--- src/rtl/cart_rom_arbiter.sv ---
// rtl/cart_rom_arbiter.sv - two-port cartridge ROM read arbiter with fixed A priority and B starvation guard
module cart_rom_arbiter #(
  parameter int ROM_LAT      = 2,
  parameter int A_STREAK_MAX = 4
) (
  input  logic        mclk,
  input  logic        rst,
  input  logic        pause,
  input  logic        a_req,
  input  logic [23:0] a_addr,
  input  logic        a_word,
  output logic        a_ack,
  input  logic        b_req,
  input  logic [23:0] b_addr,
  input  logic        b_word,
  output logic        b_ack,
  output logic [15:0] rdata,
  output logic [23:0] rom_addr,
  output logic        rom_ce_n,
  output logic        rom_oe_n,
  output logic        rom_word,
  input  logic [15:0] rom_q,
  output logic        busy,
  output logic        owner_b
);

  typedef enum logic [1:0] {IDLE, ACCESS, DONE} state_t;

  localparam logic [3:0] LAT_INIT   = 4'(ROM_LAT);
  localparam logic [3:0] STREAK_CAP = 4'(A_STREAK_MAX);

  state_t      state_q;
  logic [3:0]  cnt_q;
  logic [3:0]  streak_q;
  logic [23:0] rom_addr_q;
  logic        rom_word_q;
  logic        rom_ce_n_q;
  logic        rom_oe_n_q;
  logic        a_ack_q;
  logic        b_ack_q;
  logic [15:0] rdata_q;
  logic [15:0] data_q;
  logic        busy_q;
  logic        owner_b_q;

  logic        grant_a_d;
  logic        grant_b_d;
  logic [15:0] cap_d;
  logic [3:0]  streak_d;

  always_comb begin
    grant_b_d = !pause && b_req && (!a_req || (streak_q == STREAK_CAP));
    grant_a_d = !pause && a_req && !grant_b_d;

    if (rom_word_q) begin
      cap_d = rom_q;
    end else begin
      cap_d = {8'h00, rom_addr_q[0] ? rom_q[15:8] : rom_q[7:0]};
    end

    // Streak only counts A wins that made B wait.
    streak_d = 4'd0;
    if (grant_a_d && b_req) begin
      streak_d = (streak_q == STREAK_CAP) ? streak_q : streak_q + 4'd1;
    end
  end

  always_ff @(posedge mclk) begin
    if (rst) begin
      state_q    <= IDLE;
      cnt_q      <= 4'd0;
      streak_q   <= 4'd0;
      rom_addr_q <= 24'd0;
      rom_word_q <= 1'b0;
      rom_ce_n_q <= 1'b1;
      rom_oe_n_q <= 1'b1;
      a_ack_q    <= 1'b0;
      b_ack_q    <= 1'b0;
      rdata_q    <= 16'd0;
      data_q     <= 16'd0;
      busy_q     <= 1'b0;
      owner_b_q  <= 1'b0;
    end else begin
      a_ack_q <= 1'b0;
      b_ack_q <= 1'b0;
      case (state_q)
        IDLE: begin
          if (grant_a_d || grant_b_d) begin
            rom_addr_q <= grant_b_d ? b_addr : a_addr;
            rom_word_q <= grant_b_d ? b_word : a_word;
            owner_b_q  <= grant_b_d;
            rom_ce_n_q <= 1'b0;
            rom_oe_n_q <= 1'b0;
            cnt_q      <= LAT_INIT;
            streak_q   <= streak_d;
            busy_q     <= 1'b1;
            state_q    <= ACCESS;
          end
        end
        ACCESS: begin
          cnt_q <= cnt_q - 4'd1;
          if (cnt_q == 4'd1) begin
            data_q     <= cap_d;
            rom_ce_n_q <= 1'b1;
            rom_oe_n_q <= 1'b1;
            state_q    <= DONE;
          end
        end
        DONE: begin
          // rdata is published together with the ack so it only changes in ack cycles.
          a_ack_q <= !owner_b_q;
          b_ack_q <= owner_b_q;
          rdata_q <= data_q;
          busy_q  <= 1'b0;
          state_q <= IDLE;
        end
        default: begin
          state_q <= IDLE;
          busy_q  <= 1'b0;
        end
      endcase
    end
  end

  assign a_ack    = a_ack_q;
  assign b_ack    = b_ack_q;
  assign rdata    = rdata_q;
  assign rom_addr = rom_addr_q;
  assign rom_ce_n = rom_ce_n_q;
  assign rom_oe_n = rom_oe_n_q;
  assign rom_word = rom_word_q;
  assign busy     = busy_q;
  assign owner_b  = owner_b_q;

endmodule

--- config.mk ---
export PLATFORM = sky130hd
export DESIGN_NAME = cart_rom_arbiter
export DESIGN_NICKNAME = d
export VERILOG_FILES = /design/src/rtl/cart_rom_arbiter.sv
export SDC_FILE = /design/constraint.sdc
export NUM_CORES = 1
export LEC_CHECK = 0
export CAP_MARGIN = 20
export CORE_MARGIN = 2
export CORE_UTILIZATION = 30
export DETAILED_ROUTE_END_ITERATION = 8
export PLACE_DENSITY = 0.68
export SETUP_SLACK_MARGIN = 0.1
export SLEW_MARGIN = 0
export SYNTH_ARGS = -nofsm -noshare
export SYNTH_HDL_FRONTEND = slang
export SYNTH_SLANG_ARGS = --single-unit
--- constraint.sdc ---
create_clock -name mclk -period 4.21 [get_ports mclk]
set_clock_uncertainty 0.2 [all_clocks]
set_input_delay 0.421 -clock mclk [delete_from_list [all_inputs] [get_ports mclk]]
set_output_delay 0.421 -clock mclk [all_outputs]
set_load 0.005 [all_outputs]
# ---- Word-level counts from Yosys, hierarchy flattened
# Index checks and enable logic that the tools add are counted.
# W data, S select, Z words.
dict set report totals {
  regBits 72
  input_bits 71
  out_inout_bits 47
  word_cells 60
}
dict set report op_classes {
  add_sub_neg 2
  n_eq_ne 7
  mux 16
  n_bitwise 2
  n_reduce_logical 21
}
# cell count
set op_table {}
lappend op_table {{$mux W24} 1}
lappend op_table {{$mux W16} 1}
lappend op_table {{$mux W4} 3}
lappend op_table {{$reduce_and A2 Y1} 5}
lappend op_table {{$mux W8} 1}
lappend op_table {{$pmux W4 S2} 1}
lappend op_table {{$ne A2 B2 Y1 const B} 3}
lappend op_table {{$reduce_and A3 Y1} 2}
lappend op_table {{$logic_and A1 B1 Y1} 5}
lappend op_table {{$add A4 B1 Y4 const B} 1}
lappend op_table {{$eq A4 B1 Y1 const B} 1}
lappend op_table {{$eq A4 B3 Y1 const B} 1}
lappend op_table {{$logic_not A1 Y1} 4}
lappend op_table {{$mux W1} 4}
lappend op_table {{$mux W2} 2}
lappend op_table {{$pmux W1 S2} 2}
lappend op_table {{$pmux W2 S2} 1}
lappend op_table {{$sub A4 B1 Y4 const B} 1}
lappend op_table {{$eq A2 B1 Y1 const B} 1}
lappend op_table {{$eq A2 B2 Y1 const B} 1}
lappend op_table {{$logic_not A2 Y1} 1}
lappend op_table {{$logic_or A1 B1 Y1} 2}
lappend op_table {{$not A1 Y1} 2}
lappend op_table {{$reduce_bool A2 Y1} 1}
lappend op_table {{$reduce_or A2 Y1} 1}

# ---- Logic depth before layout (Yosys ltp)
dict set report depth {
  depth_word 8
  ltp_mapped 8
  mapped_depth_nobuf 6
}

# ---- Worst setup path after synthesis
# Ideal clock, no wire load.
dict set report synth_timing {
  kind {register to register}
  startpoint {register cnt_q[1]}
  endpoint {register data_q[10]}
  setup_ns 0.059
  arrival_ns 1.594
  required_ns 3.951
  slack_ns 2.357
  stages_incl_launch_ff 8
  path_buffers 1
  synth_period_minus_slack_ns 1.853
  path_cell_list {dfxtp_1 -> inv_1 -> ha_1 -> or3b_1 -> or3_1 -> buf_2 -> nor2_4 -> a22o_1}
}
dict set report synth_via {
  elab_chain_cells 2
}
# element line
set synth_lines {}
lappend synth_lines {{start: declaration} 33} ;# logic [3:0] cnt_q;
lappend synth_lines {{start signal: assignment} 101} ;# cnt_q <= cnt_q - 4'd1;
lappend synth_lines {{$eq A4 B1 Y1} 102} ;# if (cnt_q == 4'd1) begin
lappend synth_lines {{$reduce_and A2 Y1 (no line)} --}
lappend synth_lines {{end signal: assignment} 103} ;# data_q <= cap_d;
lappend synth_lines {{end: declaration} 42} ;# logic [15:0] data_q;
# Every way passes these cells.
# A chain may end at the register's enable or synchronous reset.

# ---- Worst setup path after layout
dict set report layout_timing {
  startpoint {input a_req}
  endpoint {register rom_addr_q[3] (netlist: rom_addr[3])}
}
dict set report layout_via {
  elab_chain_cells 7
  word_cells_on_any_way 9
  classes_between {1 x mux; 8 x reduce/logical}
}
# element line
set layout_lines {}
lappend layout_lines {{start: declaration} 9} ;# input logic a_req,
lappend layout_lines {{$logic_not A1 Y1} 52} ;# grant_b_d = !pause && b_req && (!a_req || (streak_q == STREAK_CAP));
lappend layout_lines {{$logic_or A1 B1 Y1} 52}
lappend layout_lines {{$logic_and A1 B1 Y1} 52}
lappend layout_lines {{$logic_not A1 Y1} 53} ;# grant_a_d = !pause && a_req && !grant_b_d;
lappend layout_lines {{$logic_and A1 B1 Y1} 53}
lappend layout_lines {{$logic_or A1 B1 Y1} 88} ;# if (grant_a_d || grant_b_d) begin
lappend layout_lines {{$reduce_and A2 Y1 (no line)} --}
lappend layout_lines {{end signal: assignment} 89} ;# rom_addr_q <= grant_b_d ? b_addr : a_addr;
lappend layout_lines {{end: declaration} 35} ;# logic [23:0] rom_addr_q;
# Parallel ways exist; a longest one is shown, timed or not.

==> metrics <==
final net count=468; initial antenna violation count=0; relative slew slack=0.301; Compound-Gate Fraction of Synth Area=0.187; Worst EP required=4260 ps; Area Growth Syn to Fin=51.4%; Worst Setup End Kind=flop; Avg Cell Area, Syn=9.97 um^2; Synth top area share=0.507; Max-cap violations=0; n_diodes=0; Worst Path Max Fanout=25; fmax=409 MHz; clock buffer depth=2; DRC violations left=0; worst-skew pair later-pin latency=340 ps; global-route wire length before repair=11.5 mm; dominant combinational cell family by area after synthesis=compound AO/OA/AOI/OAI gates; largest net degree at the start of global routing=27; status=completed; xor/xnor cell area share of the yosys netlist=0.00308; antenna-violating nets left=0; placed insts=493; CTS Hold Bufs=0; Placer Congestion=0.755; CTS Sinks=72; critical path class=input port to flop; cell taking the most area after synthesis=dfxtp_1; CTS root buffer=clkbuf_8; power per cell area=350 nW/um^2; Post-Route WL=7.01 mm; Cell variety after synth=32; most frequent cells in the layout=clkdlybuf4s50_1 (117), dfxtp_1 (72), nand2_1 (41); sequential area share after synthesis=0.507; H-tree levels=3; IO Count=118; Peak supply drop=126 uV; synth warn=0; gr usage total=0.141; post-DP HPWL=5.26 mm; Final Hold Viols=0; RSZ-0062 raised after global routing=false; simple-gate share of the synthesized area=0.128; starting density of the core=0.309; die area=10,300 um^2; Synth area leaders=dfxtp_1 (51%), mux2i_1 (12%), o2bb2ai_1 (10%); Buffers on Ports=117; wire per inst=13.8 um; layout cell share with drive strength beyond 1=0.0578; Setup-failing EPs final=0; TritonCTS Buffers=9; mux share of post-synthesis cell area=0.116; LEAKAGE=1.47 nW; vias per inst=4.79; Final Util=0.467; synthesized area=2840 um^2; num rows=35; synthesized netlist cell count=285; worst hold path class=flop to flop; Seq cells post-synth=72; commonest non-fill, non-tap cell in the layout=clkdlybuf4s50_1; Clk pin slew, worst setup/hold paths=80 ps; setup TNS=0 ps; Core ar.=9200 um^2; period utilization=0.581; worst slew pin tran=1040 ps; DIE WIDTH=101 um; Post-CTS Setup Bufs=0; TritonCTS clock tree=yes; vias in the first global route=2,509; hold slack=254 ps; First-pass DRT Iterations=4; remaining global-route overflow=0; routed vias=2,439; Starting DRT DRC Count=71; fin crit period=2450 ps; Synthesized Nets=360; Cell Count, Final, Fillers Out=509; die height=101 um; fillers=881; worst path arrival time=2500 ps; adder-cell share of the synthesized area=0.0176; Pins Over Slew Limit=0; Startpoint Class=input port; CTS resizes=0
==> per-stage QoR <==
step | setup slack, ps | power, mW | cell area (um^2)
3_3_place_gp | 1520 | 0.943 | 4080
6_report | 1760 | 1.51 | 4300
2_1_floorplan | 2360 | 0.820 | 2840
5_1_grt | 1580 | 1.58 | 4300
4_1_cts | 1760 | 1.53 | 4300
3_5_place_dp | 1380 | 0.946 | 4080
==> cell usage after synthesis <==
library cell and count:
a21oi_1 25, a221oi_1 1, a22o_1 8, a2bb2oi_1 1, a32o_1 1, buf_1 4, buf_2 4, buf_4 1
clkbuf_1 12, dfxtp_1 72, ha_1 4, inv_1 7, mux2i_1 33, nand2_1 41, nand2b_1 5, nand3_1 1
nand3b_1 1, nand4b_1 1, nor2_1 8, nor2_4 1, nor2b_1 4, nor3_1 5, nor3b_1 1, nor4_2 1
o21ai_0 2, o21ba_2 1, o2bb2ai_1 33, or3_1 3, or3b_1 1, or4_1 1, or4_4 1, xor2_1 1
==> state kept, by name, indices dropped and copies added (netlist names) <==
signal    count
owner_b       1
rom_word      1
b_ack         1
a_ack         1
busy          1
data_q       16
rom_addr     24
rom_oe_n      1
streak_q      4
cnt_q         4
state_q       2
rdata        16
==> critical path, cell delays in order <==
cell	delay [ps]
clkdlybuf4s50_1	540
nor2_1	90
nor4_2	440
nand2b_1	640
o2bb2ai_1	350
==> metal layers <==
layer,global-route usage,wire length (um)
met1,0.161,2970
met5,0,0
met4,0.0624,64
met3,0.0504,607
met2,0.239,3370
==> final timing paths <==
path	start	to	slack, ps	cells after the start
max	a_req	rom_addr[3]	1760	5
min	rdata[12]	rdata[12]	250	2
max reg2reg	streak_q[0]	rom_addr[8]	1920	6
min reg2reg	rdata[12]	rdata[12]	250	2
==> cell families (layout without fill, tap and decap cells) <==
family | Yosys count | after routing
multiplexers | 33 | 33
buffers and inverters | 28 | 141
AO/OA/AOI/OAI | 72 | 72
AND/OR/NAND/NOR | 75 | 75
adder cells (fa/ha/maj) | 4 | 4
flip-flops | 72 | 72
XOR/XNOR | 1 | 1
==> power by group <==
part | internal, mW | switching [mW]
Clock | 0.310 | 0.267
Combinational | 0.126 | 0.0784
Sequential | 0.707 | 0.0175
Total | 1.14 | 0.363
==> final cells by class <==
type                            count  area (um^2)  area share
Clock buffer                       11          151      0.0352
Sequential cell                    72         1440       0.335
Inverter                            7         26.3     0.00611
Clock inverter                      5         63.8      0.0148
Tap cell                          111          139      0.0323
Timing Repair Buffer              118         1180       0.274
Multi-Input combinational cell    185         1300       0.302
Power figures use the tool's default switching activity.
